## src/rtl/cpu_control_unit.sv

```systemverilog
// Hardwired control unit: a two-byte fetch followed by a one-cycle decode/execute.
// Every control output is combinational from State, IROut, Flags and Reset.
module cpu_control_unit #(
  parameter logic [2:0] ADDR_CLR = 3'b011,
  parameter logic [2:0] LOAD     = 3'b010,
  parameter logic [2:0] INC      = 3'b001
) (
  input  logic        Clock,
  input  logic        Reset,
  input  logic [15:0] IROut,
  input  logic [3:0]  Flags,
  output logic [2:0]  RF_OutASel,
  output logic [2:0]  RF_OutBSel,
  output logic [2:0]  RF_FunSel,
  output logic [3:0]  RF_RegSel,
  output logic [3:0]  RF_ScrSel,
  output logic [4:0]  ALU_FunSel,
  output logic        ALU_WF,
  output logic [1:0]  ARF_OutCSel,
  output logic [1:0]  ARF_OutDSel,
  output logic [2:0]  ARF_FunSel,
  output logic [2:0]  ARF_RegSel,
  output logic        IR_LH,
  output logic        IR_Write,
  output logic        Mem_WR,
  output logic        Mem_CS,
  output logic [1:0]  MuxASel,
  output logic [1:0]  MuxBSel,
  output logic        MuxCSel,
  output logic [1:0]  State
);

  typedef enum logic [1:0] {FETCH_L = 2'b00, FETCH_H = 2'b01, EXEC = 2'b10, HALT = 2'b11} state_t;

  state_t      r_state, w_next;
  logic [5:0]  w_opc;
  logic [1:0]  w_rx, w_ra, w_rb;
  logic [3:0]  w_rx_oh;
  logic        w_z;
  logic        w_unused;

  assign w_opc    = IROut[15:10];
  assign w_rx     = IROut[9:8];
  assign w_ra     = IROut[5:4];
  assign w_rb     = IROut[3:2];
  assign w_z      = Flags[3];
  // RegSel bit 3 is R1, so Rx = 0 maps to the MSB.
  assign w_rx_oh  = 4'b1000 >> w_rx;
  assign w_unused = ^{IROut[7:6], IROut[1:0], Flags[2:0]};
  assign State    = r_state;

  always_ff @(posedge Clock) begin
    if (!Reset) r_state <= FETCH_L;
    else        r_state <= w_next;
  end

  always_comb begin
    w_next      = r_state;
    RF_OutASel  = 3'b000;
    RF_OutBSel  = 3'b000;
    RF_FunSel   = 3'b000;
    RF_RegSel   = 4'b0000;
    RF_ScrSel   = 4'b0000;
    ALU_FunSel  = 5'b00000;
    ALU_WF      = 1'b0;
    ARF_OutCSel = 2'b00;
    ARF_OutDSel = 2'b00;
    ARF_FunSel  = 3'b000;
    ARF_RegSel  = 3'b000;
    IR_LH       = 1'b0;
    IR_Write    = 1'b0;
    Mem_WR      = 1'b0;
    Mem_CS      = 1'b1;
    MuxASel     = 2'b00;
    MuxBSel     = 2'b00;
    MuxCSel     = 1'b0;

    if (!Reset) begin
      // Reset overrides the state decode and clears every register.
      ARF_RegSel = 3'b111;
      ARF_FunSel = ADDR_CLR;
      RF_RegSel  = 4'b1111;
      RF_ScrSel  = 4'b1111;
      RF_FunSel  = ADDR_CLR;
    end else begin
      unique case (r_state)
        FETCH_L, FETCH_H: begin
          ARF_OutDSel = 2'b00;
          Mem_CS      = 1'b0;
          IR_Write    = 1'b1;
          IR_LH       = (r_state == FETCH_H);
          ARF_RegSel  = 3'b100;
          ARF_FunSel  = INC;
          w_next      = (r_state == FETCH_L) ? FETCH_H : EXEC;
        end
        EXEC: begin
          w_next = FETCH_L;
          case (w_opc)
            6'h00, 6'h01: begin
              if (w_opc == 6'h00 || !w_z) begin
                MuxBSel    = 2'b11;
                ARF_RegSel = 3'b100;
                ARF_FunSel = LOAD;
              end
            end
            6'h02: begin
              MuxASel   = 2'b11;
              RF_FunSel = LOAD;
              RF_RegSel = w_rx_oh;
            end
            6'h03: begin
              RF_OutASel = {1'b0, w_ra};
              RF_OutBSel = {1'b0, w_rb};
              ALU_FunSel = 5'b10100;
              ALU_WF     = 1'b1;
              MuxASel    = 2'b00;
              RF_FunSel  = LOAD;
              RF_RegSel  = w_rx_oh;
            end
            6'h04: begin
              RF_OutASel  = {1'b0, w_rx};
              ALU_FunSel  = 5'b10000;
              MuxCSel     = 1'b0;
              ARF_OutDSel = 2'b01;
              Mem_CS      = 1'b0;
              Mem_WR      = 1'b1;
            end
            6'h05: begin
              ARF_OutDSel = 2'b01;
              Mem_CS      = 1'b0;
              MuxASel     = 2'b10;
              RF_FunSel   = LOAD;
              RF_RegSel   = w_rx_oh;
            end
            6'h3F:   w_next = HALT;
            default: ;
          endcase
        end
        HALT:    w_next = HALT;
        default: w_next = FETCH_L;
      endcase
    end
  end

endmodule

```

## config.mk

```make
export PLATFORM = sky130hd
export DESIGN_NAME = cpu_control_unit
export DESIGN_NICKNAME = d
export VERILOG_FILES = /design/src/rtl/cpu_control_unit.sv
export SDC_FILE = /design/constraint.sdc
export NUM_CORES = 1
export LEC_CHECK = 0
export CAP_MARGIN = 15
export CORE_MARGIN = 3
export CORE_UTILIZATION = 27
export DETAILED_ROUTE_END_ITERATION = 8
export PLACE_DENSITY_LB_ADDON = 0.1
export SLEW_MARGIN = 10
export SYNTH_ARGS = -nofsm -noshare
export SYNTH_HDL_FRONTEND = slang
export SYNTH_SLANG_ARGS = --single-unit
```

## constraint.sdc

```tcl
create_clock -name Clock -period 4 [get_ports Clock]
set_clock_uncertainty 0.2 [all_clocks]
set_input_delay 0.8 -clock Clock [delete_from_list [all_inputs] [get_ports Clock]]
set_output_delay 0.8 -clock Clock [all_outputs]
set_load 0.02 [all_outputs]
```

### Word-level counts from Yosys, hierarchy flattened

Index checks and enable logic that the tools add are counted.
W data, S select, Z words.

| word-level totals | value |
|---|---|
| register bits | 2 |
| input port bits | 22 |

| cells by class | value |
|---|---|
| equality and inequality tests | 9 |
| shifts and indexed selects | 1 |
| muxes and demuxes | 50 |
| reduce and logical (&&, ||, !) cells | 8 |

Operator list:

| kind | count |
|---|---|
| $mux W2 | 19 |
| $mux W4 | 4 |
| $mux W1 | 15 |
| $eq A6 B2 Y1 const B | 2 |
| $eq A6 B3 Y1 const B | 2 |
| $pmux W2 S2 | 3 |
| $mux W5 | 2 |
| $pmux W5 S2 | 1 |
| $mux W3 | 3 |
| $eq A6 B1 Y1 const B | 1 |
| $eq A6 B6 Y1 const B | 1 |
| $logic_not A6 Y1 | 1 |
| $pmux W2 S3 | 1 |
| $pmux W3 S2 | 1 |
| $reduce_or A2 Y1 | 3 |
| $eq A2 B2 Y1 const B | 2 |
| $shr A4 B2 Y4 const A | 1 |
| $reduce_or A3 Y1 | 1 |
| $eq A2 B1 Y1 const B | 1 |
| $logic_not A2 Y1 | 1 |
| $pmux W1 S2 | 1 |
| $logic_not A1 Y1 | 1 |
| $logic_or A1 B1 Y1 | 1 |

### Longest topological paths before layout

| logic depth | value |
|---|---|
| depth in word-level cells | 6 |
| depth in mapped cells | 5 |
| gate-level depth less buffers | 3 |

### Worst setup path before layout

OpenSTA, ideal clock, no wires.

| timing path | value |
|---|---|
| path kind | input-to-output |
| from | input port IROut[11] |
| to | output port RF_RegSel[0] |
| arrival | 2043 ps |
| slack | 957 ps |
| cell stages on the path | 4 |
| path buffers | 1 |
| cell sequence | buf_2 nor2b_1 a21oi_1 o41ai_1 |

| between the ends | value |
|---|---|
| cells in the longest elaborated chain, start to end | 5 |
| elaborated cells between the ends (all ways) | 7 |
| classes of those cells | eq/ne: 3; mux: 3; reduce/logical: 1 |

Ends and longest elaborated chain:

| item | line | text |
|---|---|---|
| from (decl) | 10 | `input logic [15:0] IROut,` |
| $eq A6 B3 Y1 / $eq A6 B2 Y1 (equally long branches) | 98 | `case (w_opc)` |
| $reduce_or A3 Y1 (no line) * | - |  |
| $mux W4 * | 98 |  |
| $mux W4 * | 86 | `unique case (r_state)` |
| $mux W4 * | 78 | `if (!Reset) begin` |
| to (decl) | 15 | `output logic [3:0] RF_RegSel,` |

Mark *: on every way between the ends. The rest lies on a longest branch, timed or not.

### Final worst setup path

| timing path | value |
|---|---|
| from | input port IROut[13] |
| to | output port RF_RegSel[1] |

Same word-level chain as after synthesis.

==> metrics.txt <==
first-pass GRT wire length=2600 µm; die height=between 50 and 60 µm; clock sink count=2; Crit. End Element=output pin; Setup crit start kind=primary input; DRT antenna net count=0; sequential area share after synthesis=0.0766; worst-skew pair later-pin latency=roughly 0.22 ns; grt total ovfl=0; dpl cells=between 100 and 150; Max Slew Vio Count=0; Placement Setup Slack=about 0.18 ns; WS Path Type=primary input to output pin; H-Tree Depth=1; Hold Slack=about 0.37 ns; Max-cap violations=0; ratio of cells with drive above 1 in the final layout=0.0833; Clock Pin Slew Worst Setup and Hold Paths=0.03 ns; DP Area=slightly above 900 µm²; RePlAce Congestion=0.731; highest fanout seen on the critical path=6; fin crit share=0.953; input/output buffers=47; routed wire length=1590 µm; CTS Buf Count=3; Final HPWL DP=between 1000 and 1500 µm; Unique masters post-synth=28; max FFs per register=2; via count=around 660; Post-CTS Resized=0; fin cells=around 150; final net count=around 140; design area=between 900 and 1000 µm²; Clock Path Buffers=2; Root Driver=clkbuf_4; Core Util, Final=0.535; Hold Path Class=flip-flop to flip-flop; Die ar.=approximately 2500 µm²; RSZ-0062 raised after global routing=no; Layout area overhead=82.5%; IO Pins=66; Post-Syn Area=523 µm²; Fin. Hold Viols=0; core area=between 1500 and 2000 µm²; Leak Pwr=0.374 nW; Worst Path Required=3.00 ns; Ys Warns=0; die width=approximately 50 µm; largest net degree at the start of global routing=11; Starting Density=0.293; CTS tree=done; num rows=15; initial antenna violation count=0; final setup fails=0; syn_area_per_cell=around 6.6 µm²; Avg WL per Cell=about 11 µm; Post-CTS Hold Fix Bufs=0; total negative slack=0 ns; Pwr Total=0.161 mW; Peak VDD IR=about 120 µV; Overall Global Routing Usage=0.129; Post-Syn Instances=79; fmax=~0.26 GHz; DR DRC count=0; vias in the first global route=about 600; vias per cell=around 4.5; crit path DAT=2.81 ns; drt first pass iters=2; diode count=0; status=completed; number of DRC markers in iteration 0=5; worst setup margin=between 0.15 and 0.2 ns; Post CTS Setup Buffer Count=0; clock period minus worst slack=between 3 and 4 ns; number of synthesized register bits=2; PD cells=between 150 and 200 nW/µm²
==> cells by family after synthesis <==
group	count (synthesis)	synth area share
AND/OR/NAND/NOR	34	0.368
AO/OA/AOI/OAI	15	0.208
flip-flops	2	0.0766
multiplexers	1	0.0191
buffers and inverters	26	0.321
other	1	0.00717
==> power breakdown <==
part           switching [mW]  leakage, nW  internal (mW)
Clock                  0.0113       0.0138         0.0331
Sequential            0.00380       0.0166         0.0220
Combinational          0.0492        0.343         0.0419
==> worst max-delay path, cell delays in order <==
cell,delay [ns]
clkdlybuf4s50_1,0.45
nor4_2,0.38
nand2_1,0.21
o41ai_1,0.31
clkdlybuf4s50_1,0.67
==> layout make-up <==
| cell class | count | area [µm²] |
|---|---|---|
| sequential | 2 | 40.0 |
| clock buffer | 3 | 22.5 |
| multi-input combinational | 61 | 353 |
| tap | 25 | 31.3 |
| fill | 187 | 828 |
| timing repair buffer | 50 | 493 |
| inverter | 4 | 15.0 |
==> routing by layer <==
layer  global-route usage  wire length (µm)  up-vias
met4               0.0645                12        0
met1                0.158               633      296
met3               0.0151               112        2
li1                     -                 -      329
met2                0.217               829       28
met5                    0                 0        -
==> worst paths after layout <==
path,from,endpoint,slack (ns),cells after the start
min,State[0]$_SDFF_PN0_,State[1]$_SDFF_PN0_,0.37,2
min reg2reg,State[0]$_SDFF_PN0_,State[1]$_SDFF_PN0_,0.37,2
max reg2reg,State[1]$_SDFF_PN0_,State[1]$_SDFF_PN0_,2.66,2
max,IROut[13],RF_RegSel[1],0.19,5
==> cell usage in the layout (no fill, tap or decap), types with 2 or more instances in the layout <==
cell              n
nor3_1            2
nand2_1           9
inv_1             4
clkdlybuf4s50_1  47
a22oi_1           2
nor2_1            8
nor2b_1           2
conb_1           11
buf_4             3
nor3b_1           2
dfxtp_1           2
o21ai_1           3
clkbuf_4          3
and2_1            2
a21oi_1           2
nand3_1           2
o41ai_1           5
==> synthesized netlist by cell type <==
| cell type | n | area, µm² |
|---|---|---|
| nand2_2 | 1 | 6.26 |
| o41ai_1 | 5 | 43.8 |
| nor3b_1 | 2 | 15.0 |
| nor2b_1 | 2 | 12.5 |
| nor3_4 | 1 | 16.3 |
| a21oi_1 | 2 | 10.0 |
| o31ai_1 | 1 | 7.51 |
| nand2_1 | 9 | 33.8 |
| o211a_1 | 1 | 10.0 |
| and3b_1 | 1 | 8.76 |
| a22oi_1 | 2 | 15.0 |
| buf_2 | 2 | 10.0 |
| o21ai_1 | 3 | 15.0 |
| a211oi_1 | 1 | 7.51 |
| clkbuf_1 | 2 | 7.51 |
| buf_4 | 18 | 135 |
| nor3_1 | 2 | 10.0 |
| nor2_1 | 8 | 30.0 |
| and2_1 | 2 | 12.5 |
| or4_4 | 1 | 11.3 |
| conb_1 | 1 | 3.75 |
| nand2b_1 | 1 | 6.26 |
| dfxtp_1 | 2 | 40.0 |
| mux2i_1 | 1 | 10.0 |
| nand3b_1 | 1 | 7.51 |
| nor4_2 | 1 | 12.5 |
| inv_1 | 4 | 15.0 |
| nand3_1 | 2 | 10.0 |
No activity file was read; power rests on OpenSTA's default activity.
